==> src/rtl/ahb_sram_slave.sv <==
// AHB-Lite slave backed by a word-organised register memory.
// Inserts WAIT_STATES wait cycles per OKAY transfer; illegal transfers get a two-cycle ERROR response.
module ahb_sram_slave #(
  parameter int ADDR_WIDTH  = 6,
  parameter int WAIT_STATES = 1
) (
  input  logic        hclk,
  input  logic        hresetn,
  input  logic        hsel,
  input  logic [31:0] haddr,
  input  logic [1:0]  htrans,
  input  logic        hwrite,
  input  logic [2:0]  hsize,
  input  logic [31:0] hwdata,
  input  logic        hready,
  output logic [31:0] hrdata,
  output logic        hreadyout,
  output logic        hresp
);

  localparam int         DEPTH     = 2 ** ADDR_WIDTH;
  localparam logic [3:0] WAIT_LOAD = 4'(WAIT_STATES);

  typedef enum logic [2:0] {
    ST_IDLE,
    ST_WAIT,
    ST_DATA,
    ST_ERR1,
    ST_ERR2
  } state_t;

  state_t                state_q, state_d;
  logic [3:0]            wait_cnt_q, wait_cnt_d;
  logic [ADDR_WIDTH+1:0] addr_q, addr_d;
  logic                  write_q, write_d;
  logic [2:0]            size_q, size_d;
  logic [31:0]           mem_q [DEPTH];

  logic                  can_accept;
  logic                  accept;
  logic                  illegal;
  logic                  mem_we;
  logic [3:0]            byte_en;
  logic [31:0]           mem_word_d;
  logic [ADDR_WIDTH-1:0] word_idx;
  logic                  unused_bits;

  // Address bits above the memory window and the BUSY/IDLE distinction are irrelevant here.
  assign unused_bits = ^{haddr[31:ADDR_WIDTH+2], htrans[0]};

  assign word_idx = addr_q[ADDR_WIDTH+1:2];

  always_comb begin
    can_accept = (state_q == ST_IDLE) || (state_q == ST_DATA) || (state_q == ST_ERR2);
    accept     = can_accept && hsel && hready && htrans[1];
    illegal    = (hsize > 3'd2) ||
                 ((hsize == 3'd1) && haddr[0]) ||
                 ((hsize == 3'd2) && (haddr[1:0] != 2'b00));
  end

  always_comb begin
    state_d    = state_q;
    wait_cnt_d = wait_cnt_q;
    addr_d     = addr_q;
    write_d    = write_q;
    size_d     = size_q;
    case (state_q)
      ST_WAIT: begin
        wait_cnt_d = wait_cnt_q - 4'd1;
        if (wait_cnt_q <= 4'd1) begin
          state_d = ST_DATA;
        end
      end
      ST_ERR1: begin
        state_d = ST_ERR2;
      end
      default: begin
        // IDLE, DATA and ERR2 all leave the bus ready, so a new address phase may be taken here.
        state_d = ST_IDLE;
        if (accept) begin
          addr_d  = haddr[ADDR_WIDTH+1:0];
          write_d = hwrite;
          size_d  = hsize;
          if (illegal) begin
            state_d = ST_ERR1;
          end else if (WAIT_STATES > 0) begin
            state_d    = ST_WAIT;
            wait_cnt_d = WAIT_LOAD;
          end else begin
            state_d = ST_DATA;
          end
        end
      end
    endcase
  end

  always_comb begin
    byte_en = 4'b1111;
    case (size_q)
      3'd0:    byte_en = 4'b0001 << addr_q[1:0];
      3'd1:    byte_en = addr_q[1] ? 4'b1100 : 4'b0011;
      default: byte_en = 4'b1111;
    endcase
    mem_word_d = mem_q[word_idx];
    for (int i = 0; i < 4; i++) begin
      if (byte_en[i]) begin
        mem_word_d[8*i +: 8] = hwdata[8*i +: 8];
      end
    end
    mem_we = (state_q == ST_DATA) && write_q;
  end

  always_ff @(posedge hclk or negedge hresetn) begin
    if (!hresetn) begin
      state_q    <= ST_IDLE;
      wait_cnt_q <= '0;
      addr_q     <= '0;
      write_q    <= 1'b0;
      size_q     <= '0;
    end else begin
      state_q    <= state_d;
      wait_cnt_q <= wait_cnt_d;
      addr_q     <= addr_d;
      write_q    <= write_d;
      size_q     <= size_d;
    end
  end

  // Write commits on the edge that closes DATA, so a following read sees the new word.
  always_ff @(posedge hclk or negedge hresetn) begin
    if (!hresetn) begin
      for (int i = 0; i < DEPTH; i++) begin
        mem_q[i] <= '0;
      end
    end else if (mem_we) begin
      mem_q[word_idx] <= mem_word_d;
    end
  end

  assign hreadyout = !((state_q == ST_WAIT) || (state_q == ST_ERR1));
  assign hresp     = (state_q == ST_ERR1) || (state_q == ST_ERR2);
  assign hrdata    = ((state_q == ST_DATA) && !write_q) ? mem_q[word_idx] : '0;

endmodule
==> config.mk <==
export PLATFORM = sky130hd
export DESIGN_NAME = ahb_sram_slave
export DESIGN_NICKNAME = d
export VERILOG_FILES = /design/src/rtl/ahb_sram_slave.sv
export SDC_FILE = /design/constraint.sdc
export NUM_CORES = 2
export LEC_CHECK = 0
export BUFFER_PORTS_ARGS = -buffer_cell sky130_fd_sc_hd__buf_2
export CORE_MARGIN = 4
export CORE_UTILIZATION = 27
export DETAILED_ROUTE_END_ITERATION = 6
export HOLD_SLACK_MARGIN = 0.02
export PLACE_DENSITY = 0.41
export SETUP_SLACK_MARGIN = 0.02
export SYNTH_ARGS = -nofsm -noshare
export SYNTH_HDL_FRONTEND = slang
export SYNTH_SLANG_ARGS = --single-unit
==> constraint.sdc <==
create_clock -name hclk -period 3.6 [get_ports hclk]
set_input_delay 0.18 -clock hclk [delete_from_list [all_inputs] [get_ports hclk]]
set_output_delay 0.18 -clock hclk [all_outputs]
set_load 0.01 [all_outputs]
==> flow_summary.ini <==
[job]
maxCapViolCount = 0

[synth]
synthArstFlopShare_pct = 100.0
synth_top_flop_cell = dfrtp_1
synth_top_area_share_pct = 55.10
synth_area_leaders = dfrtp_1 (55%), mux2_2 (13%), o21ai_0 (5.6%)
yosysUniqueCellTypes = 97
synth_edf_count = 0
synthAdderAreaFrac_pct = 0.02666
synth_area_per_cell_sq_um = 11.16
synthMuxAreaShare_pct = 15.01
synth-simple-area-share_pct = 8.457
ys_seq_elements = 2067
yosys_warnings = 0
yosysSeqAreaShare_pct = 55.10
synth_fp_nets = 8485
synth_xor_area_share_pct = 0.009330
syn_area_sq_um = 93870
synth_top_family_by_area = compound AO/OA/AOI/OAI gates
syn-instance-count = 8409
synth.most_common_cell = dfrtp_1
yosys-top-cells-count = dfrtp_1 (2067), nand2_1 (1235), mux2_2 (1082)
synth_top_cell_by_area = dfrtp_1
synth_compound_area_share_pct = 16.75

[setup_path]
critPathKind = reg2out
endpoint_kind = output pin
critical_path_required_ns = 3.42
crit_fanout = 41
cp.arrival_ns = 3.84
crit_path_start_kind = flop
rrSetupSlack_ns = -0.23

[routing]
wirelength_met1_um = 212500
wl_um = 485700
drt_first_iter_violations = 7626
maxUsedRoutingLayer = met5
drc = 2
detail_route.first_pass.iterations = 7
wl_per_cell_um = 35.37
met3WireLength_um = 32290
drtAntennaViolNets = 0
vias_per_cell = 5.558
wl_met2_um = 217500
num_vias = 76332

[die]
dieWidth_um = 597.6
die-height_um = 597.6
core_sq_um = 346200
rows = 216
dieArea_sq_um = 357200
start_util_pct = 27.11
pin_count = 108

[cells_and_area]
instances_no_fill = 13733
fin_area_sq_um = 121500
fin_nets = 9032
drive_above_1_share_pct = 34.64
area_growth_pct = 29.46

[power]
peakVddDrop_v = 0.0006746
p_int_mw = 61.18
p_per_area_nw_per_um2 = 862.7
seqPwrFrac_pct = 26.7
p_switching_mw = 43.66
pwr-share-comb_pct = 49.8
leakage_nw = 53.18
switching_share_pct = 41.64
power_frac_clock_pct = 23.6

[sta]
max_freq_mhz = 248.7
slew_violations = 0
finalCritPeriodShare_pct = 111.7
worst_clock_skew_ns = 0.07131
finalHoldViolCount = 0
rsz0062_at_grt = true
setup_ws_ns = -0.4211
fin_crit_ns = 4.021
timing.hold.ws_ns = 0.09042
worstMarginPinSlew_ns = 1.250
finalSetupViolCount = 96
relSlewSlack_pct = 16.68

[place]
place_ws_ns = -0.2417
post-dp-hpwl_um = 295200
placedCellCount = 12965
place_congestion = 0.8490
io_buffers = 82
place_area_sq_um = 106100

[hold_path]
hold_class = in2reg

[run_status]
failed_checks = design-rule violations, negative setup slack
status = finished, violations left

[clocking]
cts_tree = yes
clock_path_buffers = 4
cts.clk_slew.worst_paths_ns = 0.06
cts_sinks = 2067
cts_htree_levels = 4
cts-root-buf = clkbuf_16
cts_buffers = 235
clock_latency_ns = 0.95

[grt]
grt_pass1_vias = 75212
grt_use_total_pct = 26.28
grt_max_degree = 153
antenna_found_initial = 33
grt-ovfl-total = 0
grt_pass1_wl_um = 655400
==> worst max-delay path: stages (launching register included) <==
cell and delay (ns):
dfrtp_4 0.54, buf_12 0.20, buf_16 0.28, mux2_4 0.33, a221o_1 0.41, a222oi_1 0.28
o21ai_1 0.16, o311a_4 0.39, buf_12 0.15, buf_12 0.12
==> timing repair <==
action	CTS	global route
endpoints found under the hold margin	1947	0
setup endpoints to repair	753	183
cloned	40	14
hold buffers	47	0
buffers inserted	176	75
pin swaps	115	138
gates resized for setup	480	249
==> metal layers <==
layer / vias up / track usage (%)
met5: - / 0
met4: 4 / 10.89
met3: 813 / 4.149
met2: 3091 / 40.83
met1: 40702 / 36.42
li1: 31722 / -
==> registers in the layout, summed over array words and instances (netlist names) <==
| name | cells |
|---|---|
| write_q | 1 |
| size_q | 3 |
| addr_q | 8 |
| wait_cnt_q | 4 |
| state_q | 3 |
| mem_q | 2048 |
==> kinds of logic (layout without fill, tap and decap cells) <==
| family | count (synthesis) | count (layout) |
|---|---|---|
| other | 0 | 16 |
| adder cells (fa/ha/maj) | 2 | 2 |
| buffers and inverters | 913 | 1642 |
| AND/OR/NAND/NOR | 1759 | 1760 |
| flip-flops | 2067 | 2067 |
| XOR/XNOR | 1 | 1 |
| AO/OA/AOI/OAI | 2429 | 2429 |
| multiplexers | 1238 | 1238 |
==> power by group through the flow <==
stage | clock network [mW] | logic [mW] | registers (mW)
5_1_grt | 26.0 | 53.7 | 28.3
6_report | 24.7 | 52.2 | 28.0
3_3_place_gp | 0 | 40.6 | 28.1
2_1_floorplan | 0 | 19.9 | 27.7
4_1_cts | 25.1 | 48.6 | 27.9
3_5_place_dp | 0 | 40.9 | 28.3
==> per-stage QoR <==
step | setup TNS (ns) | power [mW] | util, %
after global placement | -40.17 | 68.77 | 30.65
after floorplan | 0 | 47.65 | -
final | -20.29 | 104.8 | 35.10
after CTS | -13.22 | 101.6 | 34.50
after global routing | -24.81 | 108.1 | 35.10
after detailed placement | -36.58 | 69.15 | 30.65
==> area by class of cell <==
type	instances	area [sq um]
tap	4578	5728
clock buffer	362	7032
multi-input combinational	5430	40880
inverter	9	82.58
sequential	2067	51740
fill	34116	224700
antenna	16	40.04
clock inverter	58	738.2
timing repair buffer	1213	15270
==> final timing paths <==
check | to | start | depth (start not counted)
max in group asynchronous | mem_q[360] | hresetn | 5
hold / removal | mem_q[1003] | hwdata[11] | 5
setup / recovery | hrdata[7] | addr_q[3] | 9
hold reg to reg | mem_q[830] | mem_q[830] | 2
min in group asynchronous | mem_q[53] | hresetn | 4
setup reg to reg | mem_q[328] | addr_q[4] | 15
==> placed cells by master, fill, tap and decap left out, types with 66 or more instances in the layout <==
master,n
mux2i_1,117
buf_12,304
a221oi_1,132
nand2_1,1163
a21oi_1,101
a22oi_1,342
o22ai_1,101
dfrtp_1,2061
buf_6,112
nand3b_1,79
buf_4,580
o21ai_0,1028
buf_2,66
mux2_2,1068
clkbuf_16,251
nor2_1,86
o21ai_1,102
Note: power is estimated with default switching activity, not from simulation.
